## src/rtl/pbs_disp_pkg.sv

```systemverilog
// Shared constants for the decimal 7-segment display path: segment codes and FSM states.
// Latency: none (declarations only).
// Backpressure: not applicable.
package pbs_disp_pkg;

    // Active-low segment codes, bit order {g,f,e,d,c,b,a}
    localparam logic [6:0] SEG_DIGIT [0:9] = '{
        7'b1000000,   // 0
        7'b1111001,   // 1
        7'b0100100,   // 2
        7'b0110000,   // 3
        7'b0011001,   // 4
        7'b0010010,   // 5
        7'b0000010,   // 6
        7'b1111000,   // 7
        7'b0000000,   // 8
        7'b0010000    // 9
    };
    localparam logic [6:0] SEG_BLANK = 7'h7F;
    localparam logic [6:0] SEG_DASH  = 7'b0111111;

    typedef enum logic [1:0] {
        IDLE   = 2'd0,
        SHIFT  = 2'd1,
        ENCODE = 2'd2
    } state_t;

endpackage

```

## src/rtl/seg7_encode.sv

```systemverilog
// One BCD digit to an active-low 7-segment code, with optional blanking.
// Latency: combinational.
// Backpressure: none; codes above 9 also show blank.
module seg7_encode
    import pbs_disp_pkg::*;
(
    input  logic [3:0] bcd_dat,
    input  logic       blank,
    output logic [6:0] seg
);

    // Table lookup; blank wins over the digit value
    always_comb begin
        seg = SEG_BLANK;
        if (!blank && (bcd_dat <= 4'd9)) begin
            seg = SEG_DIGIT[bcd_dat];
        end
    end

endmodule

```

## src/rtl/bcd_seg_display.sv

```systemverilog
// Iterative double-dabble binary-to-decimal converter driving DIGITS 7-seg codes.
// Latency: accept edge, IN_W shift cycles, one encode cycle; out_valid pulses one cycle.
// Backpressure: in_ready is low while converting; in_valid is ignored then, nothing queued.
module bcd_seg_display
    import pbs_disp_pkg::*;
#(
    parameter int IN_W     = 8,
    parameter int DIGITS   = 3,
    parameter int BLANK_LZ = 1
) (
    input  logic                  clk,
    input  logic                  reset_n,
    input  logic                  in_valid,
    output logic                  in_ready,
    input  logic [IN_W-1:0]       in_value,
    output logic [7*DIGITS-1:0]   seg,
    output logic [4*DIGITS-1:0]   bcd,
    output logic                  out_valid,
    output logic                  overflow
);

    localparam int CW = $clog2(IN_W + 1);
    localparam int BW = 4 * DIGITS;
    localparam int SW = 7 * DIGITS;

    // Reset display shows a single "0" in the ones position
    function automatic logic [SW-1:0] seg_reset_val();
        logic [SW-1:0] v;
        v = '0;
        for (int k = 0; k < DIGITS; k++) begin
            v[7*k +: 7] = (k > 0 && BLANK_LZ != 0) ? SEG_BLANK : SEG_DIGIT[0];
        end
        return v;
    endfunction

    localparam logic [SW-1:0] SEG_RST = seg_reset_val();

    state_t          state_q, state_d;
    logic [IN_W-1:0] shift_q, shift_d;
    logic [BW-1:0]   scratch_q, scratch_d;
    logic            ovf_q, ovf_d;
    logic [CW-1:0]   cnt_q, cnt_d;
    logic [BW-1:0]   bcd_q, bcd_d;
    logic [SW-1:0]   seg_q, seg_d;
    logic            overflow_q, overflow_d;
    logic            out_valid_q, out_valid_d;

    logic            accept;
    logic [BW-1:0]   adj;
    logic [DIGITS-1:0] blank;
    logic            higher_zero;
    logic [SW-1:0]   seg_enc;

    assign accept = in_valid && in_ready;

    // State register
    always_ff @(posedge clk or negedge reset_n) begin
        if (!reset_n) begin
            state_q <= IDLE;
        end else begin
            state_q <= state_d;
        end
    end

    // Next-state: one SHIFT cycle per input bit, then a single ENCODE cycle
    always_comb begin
        state_d = state_q;
        case (state_q)
            IDLE:    if (accept) state_d = SHIFT;
            SHIFT:   if (cnt_q == CW'(1)) state_d = ENCODE;
            ENCODE:  state_d = IDLE;
            default: state_d = IDLE;
        endcase
    end

    // FSM outputs
    always_comb begin
        in_ready = (state_q == IDLE);
    end

    // Add-3 correction on every scratch digit that is 5 or more
    always_comb begin
        adj = scratch_q;
        for (int k = 0; k < DIGITS; k++) begin
            if (scratch_q[4*k +: 4] >= 4'd5) begin
                adj[4*k +: 4] = scratch_q[4*k +: 4] + 4'd3;
            end
        end
    end

    // Leading-zero blanking: digit k>0 blanks when it and every higher digit is zero
    always_comb begin
        blank       = '0;
        higher_zero = 1'b1;
        for (int k = DIGITS - 1; k >= 1; k--) begin
            higher_zero = higher_zero && (scratch_q[4*k +: 4] == 4'd0);
            blank[k]    = (BLANK_LZ != 0) && higher_zero;
        end
    end

    for (genvar g = 0; g < DIGITS; g++) begin : g_enc
        seg7_encode u_enc (
            .bcd_dat (scratch_q[4*g +: 4]),
            .blank   (blank[g]),
            .seg     (seg_enc[7*g +: 7])
        );
    end

    // Datapath next values: load on accept, shift while converting, publish on encode
    always_comb begin
        shift_d     = shift_q;
        scratch_d   = scratch_q;
        ovf_d       = ovf_q;
        cnt_d       = cnt_q;
        bcd_d       = bcd_q;
        seg_d       = seg_q;
        overflow_d  = overflow_q;
        out_valid_d = 1'b0;
        case (state_q)
            IDLE: begin
                if (accept) begin
                    shift_d   = in_value;
                    scratch_d = '0;
                    ovf_d     = 1'b0;
                    cnt_d     = CW'(IN_W);
                end
            end
            SHIFT: begin
                // A 1 leaving the top digit means the value needs more digits than we have
                scratch_d = {adj[BW-2:0], shift_q[IN_W-1]};
                shift_d   = shift_q << 1;
                ovf_d     = ovf_q || adj[BW-1];
                cnt_d     = cnt_q - CW'(1);
            end
            ENCODE: begin
                overflow_d  = ovf_q;
                bcd_d       = ovf_q ? {DIGITS{4'h9}} : scratch_q;
                seg_d       = ovf_q ? {DIGITS{SEG_DASH}} : seg_enc;
                out_valid_d = 1'b1;
            end
            default: begin
                out_valid_d = 1'b0;
            end
        endcase
    end

    // Datapath and result registers
    always_ff @(posedge clk or negedge reset_n) begin
        if (!reset_n) begin
            shift_q     <= '0;
            scratch_q   <= '0;
            ovf_q       <= 1'b0;
            cnt_q       <= '0;
            bcd_q       <= '0;
            seg_q       <= SEG_RST;
            overflow_q  <= 1'b0;
            out_valid_q <= 1'b0;
        end else begin
            shift_q     <= shift_d;
            scratch_q   <= scratch_d;
            ovf_q       <= ovf_d;
            cnt_q       <= cnt_d;
            bcd_q       <= bcd_d;
            seg_q       <= seg_d;
            overflow_q  <= overflow_d;
            out_valid_q <= out_valid_d;
        end
    end

    assign seg       = seg_q;
    assign bcd       = bcd_q;
    assign overflow  = overflow_q;
    assign out_valid = out_valid_q;

endmodule

```

## config.mk

```make
export PLATFORM = sky130hd
export DESIGN_NAME = bcd_seg_display
export DESIGN_NICKNAME = d
export VERILOG_FILES = /design/src/rtl/pbs_disp_pkg.sv /design/src/rtl/seg7_encode.sv /design/src/rtl/bcd_seg_display.sv
export SDC_FILE = /design/constraint.sdc
export NUM_CORES = 1
export LEC_CHECK = 0
export ABC_AREA = 1
export CAP_MARGIN = 20
export CORE_MARGIN = 3
export CORE_UTILIZATION = 55
export DETAILED_ROUTE_END_ITERATION = 16
export DONT_BUFFER_PORTS = 1
export GPL_TIMING_DRIVEN = 0
export PLACE_DENSITY = 0.66
export SYNTH_ARGS = -nofsm -noshare
export SYNTH_HDL_FRONTEND = slang
export SYNTH_SLANG_ARGS = --single-unit
```

## constraint.sdc

```tcl
create_clock -name clk -period 1.8 [get_ports clk]
set_clock_uncertainty 0.1 [all_clocks]
set_input_delay 0.36 -clock clk [delete_from_list [all_inputs] [get_ports clk]]
set_output_delay 0.36 -clock clk [all_outputs]
set_load 0.02 [all_outputs]
```

==> results of run 1 <==
==> through the flow <==
stage                     area (um^2)  util, %  cells
after floorplan                  3269        -    412
after global placement           3359    59.55    484
after detailed placement         3359    59.55    484
after CTS                        3578    63.43    500
after global routing             3586    63.56    501
final                            3586    63.56    501
==> registers in the layout, summed over array words and instances (netlist names) <==
| signal | count |
|---|---|
| cnt_q | 4 |
| bcd | 12 |
| state_q | 2 |
| seg | 21 |
| out_valid | 1 |
| overflow | 1 |
| ovf_q | 1 |
| scratch_q | 12 |
| shift_q | 8 |
==> logic make-up (layout without fill, tap and decap cells) <==
family	Yosys count	after routing
simple gates	212	212
compound gates	65	65
flops	62	62
buf+inv	56	73
fa+ha+maj	17	17
==> critical path, cell delays in order, from the launching register on <==
cell	delay [ns]
dfrtp_1	0.40
inv_1	0.22
ha_1	0.24
nand2_1	0.12
o211ai_1	0.13
buf_4	0.17
nand2_1	0.05
nor2_1	0.11
nor2_1	0.05
==> synthesized netlist by cell type (3+ instances only) <==
cell      instances
ha_1             17
o211ai_1          4
o21ai_1           6
o21ai_0          38
a21oi_1          12
inv_2             3
nand2_1         102
or2_2             7
o22ai_1           3
nor2_1           59
buf_4             4
nand3_1          35
inv_1            36
dfstp_2          15
dfrtp_1          47
buf_2            10
==> metal layers <==
metal	global-route usage [%]	up-vias
met1	31.39	1238
met2	32.00	64
met4	10.85	0
li1	-	1348
met5	0	-
met3	5.258	14
==> where the power goes <==
part / internal, mW / switching, mW / leakage [nW]
logic: 0.956 / 1.75 / 0.919
clock network: 0.786 / 0.540 / 0.115
registers: 2.02 / 0.696 / 0.706
==> worst paths after layout <==
path | depth (start not counted) | endpoint
hold / removal | 0 | scratch_q[6]
max in group asynchronous | 0 | seg[6]
setup reg to reg | 8 | seg[4]
min in group clk | 2 | shift_q[0]
setup / recovery | 8 | seg[4]
hold reg to reg | 2 | shift_q[0]
==> what timing repair did <==
item / CTS / global route
hold endpoints to repair: 62 / 62
resized for setup: 0 / 2
setup endpoints to repair: 0 / 9
setup buffers: 0 / 1
==> layout make-up <==
type	count	area [um^2]	share of cell area, %
timing repair buffer	1	7.507	0.2094
multi-input combinational	294	1446	40.34
sequential	62	1570	43.79
clock buffer	13	178.9	4.990
buffer	16	102.6	2.861
clock inverter	3	40.04	1.117
inverter	40	150.1	4.187
tap	72	90.09	2.512
==> run_results.csv, run 1 <==
group,metric,value,unit
outcome,status,"finished, violations left",
outcome,violations,"negative hold slack",
placement,gp_routability_congestion,0.8624,
timing,hold_viol,62,
route,antenna_left,0,
flow_run,drv_cap,0,
global_route,grt_overflow,0,
die,row_count,27,
synthesis,yosys.area_share.simple,27.13,%
synthesis,syn_nets,440,
min_path,min_path_type,"in -> async",
synthesis,synth_cell_types,24,
synthesis,ys.flop_type,"dfrtp_1",
timing,fin_crit_sh,94.74,%
global_route,antenna_found_initial,0,
synthesis,syn-mean-instance-area,7.935,um^2
synthesis,synth_area,3269,um^2
cts,cts.path.max_buffers,2,
worst_setup_path,crit_type,"reg -> reg",
route,met3_wirelength,387,um
cts,cts_buffers,9,
worst_setup_path,ff2ff_setup_slack,0.09,ns
timing,maxClockFrequency,0.5864,GHz
route,wl_met1,3.628,mm
synthesis,synth_mux_area_share,0,%
global_route,grt_pass1_vias,2504,
timing,finalCriticalPeriod,1.705,ns
worst_setup_path,worst_ep_arrival_time,1.84,ns
timing,final.setup.tns,0,ns
cts,insertion_delay,0.34,ns
die,fp.dieH,83.10,um
synthesis,synth_edf_count,0,
synthesis,ys_seq_elements,62,
route,routed_via_density,5.317,
placement,dp_hpwl,5.006,mm
timing,tightest_slew,0.4940,ns
route,vias,2664,
final_layout,mostFrequentLayoutCells,"nand2_1 (102), nor2_1 (59), dfrtp_1 (47)",
die,core_region_area,5642,um^2
synthesis,yosysWarnings,0,
worst_setup_path,crit_fanout,8,
worst_setup_path,critPathRequiredTime,1.94,ns
placement,io_buffers,0,
timing,setup_ws,0.09467,ns
final_layout,fin_nets,452,
cts,cts_num_sinks,62,
synthesis,async_flop_share,100.0,%
global_route,grt_max_degree,63,
die,start_util,57.95,%
final_layout,area_delta_synth_final,9.682,%
worst_setup_path,cp-end-kind,"flop",
cts,cts.clk_slew.worst_paths,0.07,ns
global_route,grt_use_total,22.20,%
worst_setup_path,cp-start-kind,"flop",
die,die_w,83.10,um
power,cellPowerDensity,1882,nW/um^2
synthesis,ys_seq_area_share,48.03,%
global_route,grt_first_pass_wirelength,12.28,mm
synthesis,synth-xor-area-share,0,%
route,met2_length,3.081,mm
timing,holdWs,-0.3929,ns
cts,cts_root_buf,"clkbuf_8",
synthesis,synth_top_family_by_area,"simple AND/OR/NAND/NOR gates",
route,highest_layer,"met4",
cts,cts_tree,"yes",
synthesis,yosys.area.top_type,"dfrtp_1",
cts,cts_max_level,3,
synthesis,synth_area_leaders,"dfrtp_1 (36%), dfstp_2 (12%), nand2_1 (12%)",
route,postRouteWirelength,7.256,mm
worst_setup_path,worstSetupStartpoint,"scratch_q[1]",
placement,pre_cts_ws,0.06160,ns
route,dr.first_iter.drc_count,167,
final_layout,n_antenna_cell,0,
final_layout,final_common_cell,"nand2_1",
power,p_leak,1.741,nW
worst_setup_path,r2r-start,"scratch_q[1]",
route,drcViolationCount,0,
die,die_area,6906,um^2
timing,relSlewSlack,66.95,%
synthesis,netlist_instances,412,
power,ir_worst_vdd,0.0009277,V
route,first_pass_iters,5,
power,power,6.750,mW
route,wl_per_cell,14.48,um
final_layout,nFillCells,502,
synthesis,synth_compound_area_share,10.60,%
timing,drv_slew,0,
timing,setup_viol,0,
synthesis,synth_fa_ha_area_share,6.506,%
final_layout,drive_gt1_share,14.92,%
synthesis,synth_top_area_share,35.97,%
die,ios,47,
No activity file was read; power rests on OpenSTA's default activity.
==> run 2, diff against run 1 <==
CTS_CLUSTER_SIZE = 8   (was unset)
==> results of run 2 <==
Final layout, timing and power as in run 1 (identical DEF).
==> run 3, diff against run 2 <==
CORE_UTILIZATION = 45   (was 55)
PLACE_DENSITY = 0.56   (was 0.66)
==> run 3 against run 2 <==
Against the previous run:
- the flow still finishes with violations (negative hold slack)
- register-to-register slack improved by 0.095 ns
- global-route usage fell by 2.9 points
- clock power decreased by 24%
- highest routed layer unchanged
==> run_results.csv, run 3 (synthesis gave the netlist of run 1 again) <==
group,metric,value,unit
final_layout,largest_reg_flops,21,
timing,holdWs,-0.3885,ns
die,die_w,91.24,um
route,drcViolationCount,0,
power,cellPowerDensity,1825,nW/um^2
power,power_frac_seq,42.2,%
power,p_clk_share,15.6,%
timing,fin_crit_sh,93.68,%
cts,cts.clk_slew.worst_paths,0.07,ns
flow_run,drv_cap,0,
placement,io_buffers,0,
final_layout,mostFrequentLayoutCells,"nand2_1 (102), nor2_1 (59), dfrtp_1 (46)",
worst_setup_path,ff2ff_setup_slack,0.19,ns
timing,relSlewSlack,65.83,%
die,start_util,47.34,%
outcome,status,"finished, violations left",
global_route,grt_first_pass_wirelength,12.66,mm
timing,setup_viol,0,
worst_setup_path,cp_top_family,"flip-flops",
final_layout,final_common_cell,"nand2_1",
power,p_int,3.486,mW
placement,dp.cells,508,
die,die_area,8324,um^2
cts,cts.path.max_buffers,2,
cts,cts_num_sinks,62,
cts,cts_buffers,9,
min_path,min_path_type,"in -> async",
outcome,violations,"negative hold slack",
power,power_frac_comb,42.2,%
placement,pre_cts_ws,0.05636,ns
final_layout,fin_area,3555,um^2
worst_setup_path,cp_slowest_cell,"dfrtp_1",
power,p_leak,1.703,nW
route,dr.first_iter.drc_count,165,
die,row_count,30,
final_layout,drive_gt1_share,14.45,%
die,ios,47,
worst_setup_path,crit_type,"reg -> out",
timing,tightest_slew,0.5106,ns
worst_setup_path,worst_ep_arrival_time,1.23,ns
die,fp.dieH,91.24,um
cts,cts_root_buf,"clkbuf_8",
global_route,grt_overflow,0,
power,power,6.488,mW
worst_setup_path,path_cells,"nor2_1",
final_layout,utilization,51.47,%
global_route,grt_max_degree,63,
route,first_pass_iters,4,
final_layout,fin_nets,452,
timing,drv_slew,0,
cts,cts_tree,"yes",
final_layout,n_antenna_cell,0,
timing,hold_viol,62,
worst_setup_path,cp-start-kind,"flop",
timing,rsz0062_at_grt,"no",
cts,cts_max_level,3,
worst_setup_path,timing.critical_path.buf_inv,0,
placement,dp_hpwl,5.290,mm
timing,maxClockFrequency,0.5930,GHz
worst_setup_path,crit_fanout,4,
route,antenna_left,0,
worst_setup_path,critPathRequiredTime,1.34,ns
worst_setup_path,critPathMaxStageDelay,0.45,ns
power,power.share.switching,46.28,%
power,p_switching,3.003,mW
final_layout,layout.cells.non_filler,525,
worst_setup_path,cp-end-kind,"output pin",
global_route,grt_pass1_vias,2491,
global_route,grt_use_total,19.33,%
route,postRouteWirelength,7.663,mm
power,ir_worst_vdd,0.0007952,V
timing,final.setup.tns,0,ns
route,vias,2647,
cts,insertion_delay,0.34,ns
placement,gp_routability_congestion,0.8473,
final_layout,area_delta_synth_final,8.726,%
die,core_region_area,6907,um^2
global_route,antenna_found_initial,0,
timing,setup_ws,0.1138,ns
placement,placed_area,3390,um^2
route,routed_via_density,5.042,
timing,finalCriticalPeriod,1.686,ns
route,wl_per_cell,14.60,um
## run 3: power by group through the flow
stage,combinational (mW),clock (mW),sequential [mW]
final,2.74,1.01,2.74
after global placement,2.66,0,2.74
after CTS,2.71,1.05,2.74
after detailed placement,2.70,0,2.76
after global routing,3.17,1.11,2.82
after floorplan,2.13,0,2.64
## run 3: layout make-up
type,count,area [um^2]
Clock buffer,14,142.6
Tap cell,96,120.1
Inverter,40,150.1
Buffer,16,102.6
Multi-Input combinational cell,294,1450
Clock inverter,2,10.01
Sequential cell,62,1572
Fill cell,712,3352
Timing Repair Buffer,1,7.507
## run 3: final timing paths
check                             endpoint         start  depth (start not counted)
worst max-delay path              in_ready    state_q[1]                          1
worst min-delay path                seg[2]       reset_n                          0
worst max register to register     seg[14]  scratch_q[8]                          7
worst min register to register  shift_q[0]    shift_q[0]                          2
max in group asynchronous          seg[12]       reset_n                          0
min in group clk                shift_q[0]   in_value[0]                          2
## run 3: per-layer routing
layer	wire (um)	share of wire (%)	GRT usage, %
met4	147	1.9	6.910
met2	3261	43	26.85
met1	3797	50	27.97
met5	0	0	0
met3	456	6.0	6.379
## run 3: timing repair
action                                  CTS  global route
resized for setup                         0             5
setup buffers                             0             1
endpoints found under the setup margin    0            10
hold endpoints to repair                 62            62
